### config.mk
export PLATFORM = sky130hd
export DESIGN_NAME = chip8_timer_bank
export DESIGN_NICKNAME = d
export VERILOG_FILES = /design/src/rtl/chip8_timer_bank.sv
export SDC_FILE = /design/constraint.sdc
export NUM_CORES = 1
export LEC_CHECK = 0
export CORE_ASPECT_RATIO = 1.2
export CORE_UTILIZATION = 30
export DETAILED_ROUTE_END_ITERATION = 10
export RECOVER_POWER = 50
export SLEW_MARGIN = 10
export SYNTH_ARGS = -nofsm -noshare
export SYNTH_HDL_FRONTEND = slang
export SYNTH_SLANG_ARGS = --single-unit
### constraint.sdc
create_clock -name clk_in -period 3 [get_ports clk_in]
set_input_delay 0.9 -clock clk_in [delete_from_list [all_inputs] [get_ports clk_in]]
set_output_delay 0.9 -clock clk_in [all_outputs]
set_load 0.01 [all_outputs]
### src/rtl/chip8_timer_bank.sv
// chip8_timer_bank: bank of down-count timers decremented by a shared prescaler tick,
// with per-channel auto-reload, expiry pulses and a sound output.
module chip8_timer_bank #(
    parameter int NUM_CH   = 2,
    parameter int WIDTH    = 8,
    parameter int TICK_DIV = 16667,
    parameter int SOUND_CH = 1,
    localparam int CW = (NUM_CH > 1) ? $clog2(NUM_CH) : 1
) (
    input  logic              clk_in,
    input  logic              rst_n_in,
    input  logic              pause_in,
    input  logic              wr_en_in,
    input  logic [CW-1:0]     wr_ch_in,
    input  logic [WIDTH-1:0]  wr_data_in,
    input  logic [NUM_CH-1:0] reload_en_in,
    input  logic [CW-1:0]     rd_ch_in,
    output logic [WIDTH-1:0]  rd_data_out,
    output logic [NUM_CH-1:0] active_out,
    output logic [NUM_CH-1:0] expired_out,
    output logic              tick_out,
    output logic              sound_out
);
    localparam int PW = $clog2(TICK_DIV);

    logic [PW-1:0]                  pre_q, pre_d;
    logic [NUM_CH-1:0][WIDTH-1:0]   cnt_q, cnt_d, rld_q, rld_d;
    logic [NUM_CH-1:0]              exp_q, exp_d;
    logic                           tick_q, tick_d;

    always_comb begin
        tick_d = !pause_in && (pre_q == PW'(TICK_DIV - 1));
        pre_d  = pause_in ? pre_q : (tick_d ? '0 : pre_q + 1'b1);
        cnt_d  = cnt_q;
        rld_d  = rld_q;
        exp_d  = '0;
        for (int i = 0; i < NUM_CH; i++) begin
            // a write wins over a same-edge tick, so writing 0 never pulses expiry
            if (wr_en_in && wr_ch_in == CW'(i)) begin
                cnt_d[i] = wr_data_in;
                rld_d[i] = wr_data_in;
            end else if (tick_d && cnt_q[i] != '0) begin
                exp_d[i] = cnt_q[i] == WIDTH'(1);
                cnt_d[i] = (exp_d[i] && reload_en_in[i] && rld_q[i] != '0) ? rld_q[i] : cnt_q[i] - 1'b1;
            end
        end
    end

    always_ff @(posedge clk_in or negedge rst_n_in) begin
        if (!rst_n_in) begin
            pre_q  <= '0;
            cnt_q  <= '0;
            rld_q  <= '0;
            exp_q  <= '0;
            tick_q <= 1'b0;
        end else begin
            pre_q  <= pre_d;
            cnt_q  <= cnt_d;
            rld_q  <= rld_d;
            exp_q  <= exp_d;
            tick_q <= tick_d;
        end
    end

    always_comb begin
        rd_data_out = '0;
        active_out  = '0;
        for (int i = 0; i < NUM_CH; i++) begin
            active_out[i] = cnt_q[i] != '0;
            if (rd_ch_in == CW'(i)) rd_data_out = cnt_q[i];
        end
    end

    assign expired_out = exp_q;
    assign tick_out    = tick_q;
    assign sound_out   = active_out[SOUND_CH];
endmodule
==> run summary, run 1 <==
========================================================================================================
Result of the run                                                                           finished, violations left
Violated checks                                                                             max-capacitance violations, max-slew violations
Synthesized net count                                                                                338
Setup slack at placement                                                                      -0.2854 ns
Mux cell area share after synthesis                                                               2.284%
Number of H-tree branching levels                                                                      2
Post-synth top area cell                                                                    sky130_fd_sc_hd__dfrtp_1
Net Sw Frac                                                                                       31.11%
Logic depth of the worst register-to-register path                                                     7
Cell depth of the worst min-delay path                                                                 1
Die area                                                                                        9892 µm²
CTS tree                                                                                             yes
Core area                                                                                       9129 µm²
Grt ovf                                                                                                0
Worst Setup Path Type                                                                       input port to primary output
Met3 WL                                                                                           417 µm
Average footprint of a synthesized cell                                                        9.073 µm²
Top cell type's share of synthesized area                                                         43.92%
Placed cell count                                                                                    464
Number of routed nets with antenna violations                                                          0
Area added between synthesis and finish                                                           22.40%
Cell leakage power                                                                              1.513 nW
Count of unresolved DRC violations after routing                                                       0
Endpoint, Worst Hold                                                                           pre_q[13]
Total detailed-routing wirelength                                                                7413 µm
Buffers from clock root to sink, at most                                                               2
Vertical die dimension                                                                          108.8 µm
Aggregate global-route resource usage                                                             16.38%
Area fraction in compound gates after synthesis                                                   16.03%
Post-route clock period utilization                                                               97.48%
Vias per cell                                                                                      5.228
Register-to-Register Setup Slack                                                                 0.90 ns
Combined area of the multi-input logic cells                                                    1498 µm²
Clock buffer count from CTS                                                                            5
Critical-path maximum fanout                                                                           6
Antenna violations before repair                                                                       0
Maximum operating frequency                                                                    341.9 MHz
Combined area of all synthesized cells                                                          2849 µm²
Port-buffer cells                                                                                     29
Switch Pwr                                                                                     0.6058 mW
Filler instances                                                                                     937
Uppermost metal layer occupied by signal nets                                                       met4
RSZ-0062 raised after global routing                                                               false
Actual transition at the worst max-transition pin                                               1.673 ns
Remaining max-slew budget at the tightest pin                                                    -11.56%
Vias in the first global route                                                                     2,496
Power Density                                                                               558.5 nW/µm²
Final-stage net count                                                                                376
Synth Register Bits                                                                                   50
Global-route wire length before repair                                                         12,660 µm
Row count                                                                                             38
Main synth FF type                                                                          sky130_fd_sc_hd__dfrtp_1
Storage cell area                                                                               1251 µm²
Terminus of the critical flop-to-flop path                                                      cnt_q[7]
GPL Wtd Cong                                                                                      0.8372
Worst min-delay path category                                                               flop to flop
Hold_sp                                                                                        pre_q[13]
Synthesized netlist cell count                                                                       314
Library cell contributing the largest single delay on the critical path                     sky130_fd_sc_hd__mux2_2
Worst-Skew Late Latency                                                                          0.30 ns
Count of flip-flops with a built-in enable after synthesis                                             0
Horizontal extent of the die                                                                    90.96 µm
Fraction of registers with async set or reset after synthesis                                     100.0%
Max-cap viol count                                                                                     1
Post-detail-place hpwl                                                                           5422 µm
Final critical-path required period                                                             2.925 ns
Unique masters post-synth                                                                             53
Fraction of final layout cells sized beyond drive strength 1                                      9.348%
Wire length per cell                                                                            15.67 µm
Total design power                                                                              1.948 mW
Setup violations, final                                                                                0
Worst endpoint data arrival time                                                                 2.02 ns
Portion of total power attributed to combinational logic                                           23.2%
Internal Dissipation                                                                            1.342 mW
Count of vias placed by the detailed router                                                        2,473
Maximum number of pins on one net before global-route repair                                          30
List of cells traversed by the critical path                                                clkdlybuf4s15_2 > bufbuf_16 > mux2_2 > dlygate4sd2_1
Area share of xor/xnor cells in the synthesized design                                            5.226%
Worst supply voltage drop on vdd                                                             0.0003644 V
Commonest non-fill, non-tap cell in the layout                                              sky130_fd_sc_hd__nand2_1
IO Pins                                                                                               30
Crit path capture type                                                                      primary output
Biggest cell delay along the critical path                                                       0.32 ns
Length of routed wiring on met1                                                                  3540 µm
Non-filler instance count after layout                                                               473
Main combinational cell family by area after synthesis                                      simple AND/OR/NAND/NOR gates
Routed length on met2                                                                            3350 µm
Final critical-path setup slack                                                               0.07546 ns
Synth Area in Adders                                                                              3.513%
Post-CTS clock slew at the launch and capture registers of the worst setup and hold paths        0.09 ns
Top cells by area, synth                                                                    sky130_fd_sc_hd__dfrtp_1, sky130_fd_sc_hd__nand2_1, sky130_fd_sc_hd__xnor2_1, sky130_fd_sc_hd__ha_1, sky130_fd_sc_hd__a21oi_1
Flop pwr share                                                                                     46.6%
Crit path launch type                                                                         input port
Inserted Diodes                                                                                        0
Count of final max-slew check failures                                                                30
Final Util                                                                                        38.20%
Starting density of the core                                                                      31.21%
Clock tree root driver cell                                                                 sky130_fd_sc_hd__clkbuf_8
Area fraction in and, or, nand and nor cells after synthesis                                      25.52%
Setup fix buffers added after clock tree synthesis                                                     0
Data required time of the worst path                                                             2.10 ns
Drt first-iter violations                                                                            202
Final hold slack                                                                               0.5012 ns
Number of iterations in the first detailed-routing pass                                                4
Clock Skews                                                                                  0.005351 ns
Portion of the post-synthesis area used by sequential elements                                    43.92%
Clock group share of total power                                                                   30.2%
Clock sinks                                                                                           50
Count of synthesis-stage warnings from yosys                                                           0
Commonest cells after routing, fill and taps aside                                          sky130_fd_sc_hd__nand2_1, sky130_fd_sc_hd__dfrtp_1, sky130_fd_sc_hd__clkdlybuf4s50_1, sky130_fd_sc_hd__nor2_1, sky130_fd_sc_hd__a21oi_1
Critical R2R Launch                                                                             cnt_q[1]
Count of final hold-check violations                                                                   0
========================================================================================================
## cell usage after synthesis (5+ instances only)
library cell,number
sky130_fd_sc_hd__and2_1,8
sky130_fd_sc_hd__clkbuf_1,7
sky130_fd_sc_hd__inv_1,10
sky130_fd_sc_hd__nor4_1,5
sky130_fd_sc_hd__xnor2_1,13
sky130_fd_sc_hd__o211ai_1,6
sky130_fd_sc_hd__ha_1,8
sky130_fd_sc_hd__dfrtp_1,50
sky130_fd_sc_hd__a21oi_1,17
sky130_fd_sc_hd__nand2_1,59
sky130_fd_sc_hd__nand3_1,10
sky130_fd_sc_hd__nor3_1,9
sky130_fd_sc_hd__nor2_1,17
sky130_fd_sc_hd__o21ai_0,14
sky130_fd_sc_hd__nand4_1,5
## layout make-up
class,instances,area share [%]
Inverter,10,1.076
Multi-Input combinational cell,242,42.95
Clock inverter,2,1.722
Timing Repair Buffer,43,11.70
Clock buffer,6,2.368
Sequential cell,50,35.88
Tap cell,120,4.306
## power by group through the flow
stage	logic [mW]	registers [mW]	clock network, mW
2_1_floorplan	0.288	0.886	0
3_3_place_gp	0.457	0.917	0
3_5_place_dp	0.464	0.917	0
4_1_cts	0.456	0.905	0.603
5_1_grt	0.509	0.927	0.632
6_report	0.451	0.908	0.588
## cells by family after synthesis
kind of cell,count (synthesis)
AOI/OAI and AO/OA,70
xor gates and xnor gates,17
adders and majority gates,8
buffers and inverters,22
DFF,50
muxes,6
and+or+nand+nor,141
## worst max-delay path: cells and delay by family
kind                   cells  cell delay, ns
buffers and inverters      3            0.79
muxes                      1            0.32
## per-stage QoR
step,cell area [µm²],setup TNS (ns)
2_1_floorplan,2849,0
3_3_place_gp,3344,-1.593
3_5_place_dp,3344,-1.724
4_1_cts,3511,0
5_1_grt,3487,0
6_report,3487,0
## worst max-delay path by stage
stage                  start             end  slack (ns)  depth (start not counted)
floorplan           rd_ch_in  rd_data_out[4]        0.57                          2
global placement    rd_ch_in  rd_data_out[4]       -0.26                          4
detailed placement  rd_ch_in  rd_data_out[2]       -0.29                          4
CTS                 rd_ch_in  rd_data_out[3]        0.07                          4
global route        rd_ch_in  rd_data_out[3]        0.04                          4
finish              rd_ch_in  rd_data_out[3]        0.08                          4
## what timing repair did
action                                  4_1_cts  5_1_grt
resized for setup                            11        0
hold buffers                                  0        0
endpoints found under the setup margin        8        0
## sequential cells by signal (all words and copies together) (netlist names)
name,cells
cnt_q,16
expired_out,2
pre_q,15
rld_q,16
tick_out,1
## routing by layer
| metal | vias to the layer above | global-route usage, % |
|---|---|---|
| li1 | 1199 | - |
| met1 | 1192 | 22.81 |
| met2 | 74 | 26.30 |
| met3 | 8 | 2.789 |
| met4 | 0 | 4.649 |
| met5 | - | 0 |
Note: power is estimated with default switching activity, not from simulation.
==> inputs of run 2 (changes only) <==
Settings changed: CORE_ASPECT_RATIO 1.2 to 0.6.
==> run summary, run 2 (synthesis gave the netlist of run 1 again) <==
========================================================================================================
Die area                                                                                        9903 µm²
Global-route wire length before repair                                                         13,000 µm
Critical R2R Launch                                                                            cnt_q[11]
Clock Skews                                                                                  0.004062 ns
Worst min-delay path category                                                               input port to asynchronous set/reset pin
Worst Setup Path Type                                                                       input port to primary output
Total detailed-routing wirelength                                                                7782 µm
Crit path buffers/inverters                                                                            3
Clock tree root driver cell                                                                 sky130_fd_sc_hd__clkbuf_16
Library cell contributing the largest single delay on the critical path                     sky130_fd_sc_hd__clkdlybuf4s50_1
Setup violations, final                                                                                0
Number of H-tree branching levels                                                                      2
Register-to-Register Setup Slack                                                                 0.86 ns
Top Family by Delay on Critical Path                                                        buffers and inverters
Logic depth of the worst register-to-register path                                                     5
Horizontal extent of the die                                                                    127.8 µm
Clock buffer count from CTS                                                                            5
Final-stage net count                                                                                373
Data required time of the worst path                                                             2.10 ns
Worst-Skew Late Latency                                                                          0.29 ns
CTS tree                                                                                             yes
Maximum number of pins on one net before global-route repair                                          46
Vias per cell                                                                                      5.288
Drt first-iter violations                                                                            260
Count of vias placed by the detailed router                                                        2,538
IO Pins                                                                                               30
Buffers from clock root to sink, at most                                                               2
Worst supply voltage drop on vdd                                                             0.0002695 V
Count of unresolved DRC violations after routing                                                       0
Starting density of the core                                                                      31.00%
Maximum operating frequency                                                                    337.5 MHz
Crit path launch type                                                                         input port
Port-buffer cells                                                                                     29
Inserted Diodes                                                                                        0
Remaining max-slew budget at the tightest pin                                                     24.10%
Max-cap viol count                                                                                     0
Row count                                                                                             27
Post-CTS clock slew at the launch and capture registers of the worst setup and hold paths        0.06 ns
Area added between synthesis and finish                                                           21.74%
Clock sinks                                                                                           50
Commonest non-fill, non-tap cell in the layout                                              sky130_fd_sc_hd__nand2_1
Core area                                                                                       9189 µm²
Actual transition at the worst max-transition pin                                               1.138 ns
Final hold slack                                                                               0.4691 ns
Final critical-path required period                                                             2.963 ns
Commonest cells after routing, fill and taps aside                                          sky130_fd_sc_hd__nand2_1, sky130_fd_sc_hd__dfrtp_1, sky130_fd_sc_hd__clkdlybuf4s50_1, sky130_fd_sc_hd__nor2_1, sky130_fd_sc_hd__a21oi_1
Vias in the first global route                                                                     2,339
Vertical die dimension                                                                          77.49 µm
Fraction of final layout cells sized beyond drive strength 1                                      8.000%
Filler instances                                                                                     939
Wire length per cell                                                                            16.21 µm
Critical-path maximum fanout                                                                           6
Post-detail-place hpwl                                                                           5960 µm
Power Density                                                                               575.1 nW/µm²
Antenna violations before repair                                                                       0
Terminus of the critical flop-to-flop path                                                     cnt_q[14]
Count of final hold-check violations                                                                   0
Grt ovf                                                                                                0
RSZ-0062 raised after global routing                                                               false
Final critical-path setup slack                                                               0.03664 ns
Result of the run                                                                           finished, final reports clean
Worst endpoint data arrival time                                                                 2.06 ns
Biggest cell delay along the critical path                                                       0.56 ns
Number of iterations in the first detailed-routing pass                                                7
Setup slack at placement                                                                      -0.2516 ns
Crit path capture type                                                                      primary output
Aggregate global-route resource usage                                                             17.06%
List of cells traversed by the critical path                                                dlygate4sd2_1 > buf_2 > o21ai_0 > clkdlybuf4s50_1
Number of routed nets with antenna violations                                                          0
Count of final max-slew check failures                                                                 0
Post-route clock period utilization                                                               98.78%
Cell leakage power                                                                              1.495 nW
Biggest registers after layout                                                              cnt_q x16, rld_q x16, pre_q x15
GPL Wtd Cong                                                                                      0.9260
========================================================================================================
[run 2: cell count changes in the layout (fill, tap and decap cells not counted), moves of 2 or more]
cell	change
sky130_fd_sc_hd__clkbuf_8	-6
sky130_fd_sc_hd__clkbuf_16	+5
sky130_fd_sc_hd__buf_4	-2
sky130_fd_sc_hd__clkdlybuf4s50_1	+2
sky130_fd_sc_hd__dlygate4sd2_1	-2
[run 2: cell type report]
cell class	instances	area [µm²]	share of cell area [%]
Clock inverter	1	30.03	0.8658
Inverter	10	37.54	1.082
Multi-Input combinational cell	242	1498	43.18
Sequential cell	50	1251	36.07
Timing Repair Buffer	40	356.6	10.28
Clock buffer	7	132.6	3.824
Tap cell	130	162.7	4.690
[run 2: report_power, final]
group / internal, mW / switching (mW)
Sequential: 0.776 / 0.150
Combinational: 0.203 / 0.234
Clock: 0.394 / 0.238
[run 2: routing by layer]
metal | GRT usage, % | vias up | part of all wire (%)
met4 | 3.765 | 0 | 0.98
met5 | 0 | - | 0
met3 | 5.310 | 9 | 11
met1 | 28.63 | 1228 | 53
met2 | 19.62 | 106 | 35
li1 | - | 1195 | -
[run 2: repair_timing]
item,CTS,global route
setup buffers,0,0
pin swaps,0,1
hold buffers,0,0
hold endpoints to repair,0,0
resized for setup,7,1
endpoints found under the setup margin,8,3
gates cloned,1,0
[run 2: worst reg2reg max path, delay by kind of cell, from the launching register on]
kind	cells	cell delay, ns
AND/OR/NAND/NOR	2	0.99
flip-flops	1	0.45
AO/OA/AOI/OAI	3	0.63
[run 2: worst max-delay path by stage]
stage	start	end	cells after the start
3_3_place_gp	rd_ch_in	rd_data_out[5]	4
6_report	rd_ch_in	rd_data_out[7]	4
3_5_place_dp	rd_ch_in	rd_data_out[3]	4
4_1_cts	rd_ch_in	rd_data_out[7]	4
5_1_grt	rd_ch_in	rd_data_out[7]	4
2_1_floorplan	rd_ch_in	rd_data_out[4]	2
[run 2: per-stage QoR]
stage	setup TNS [ns]	instance area, µm²	util [%]	power, mW	std cells
2_1_floorplan	0	2849	-	1.174	314
6_report	0	3468	37.75	1.995	480
4_1_cts	0	3486	37.94	2.007	480
5_1_grt	0	3468	37.75	2.118	480
3_3_place_gp	-1.438	3322	36.15	1.368	471
3_5_place_dp	-1.512	3322	36.15	1.376	471
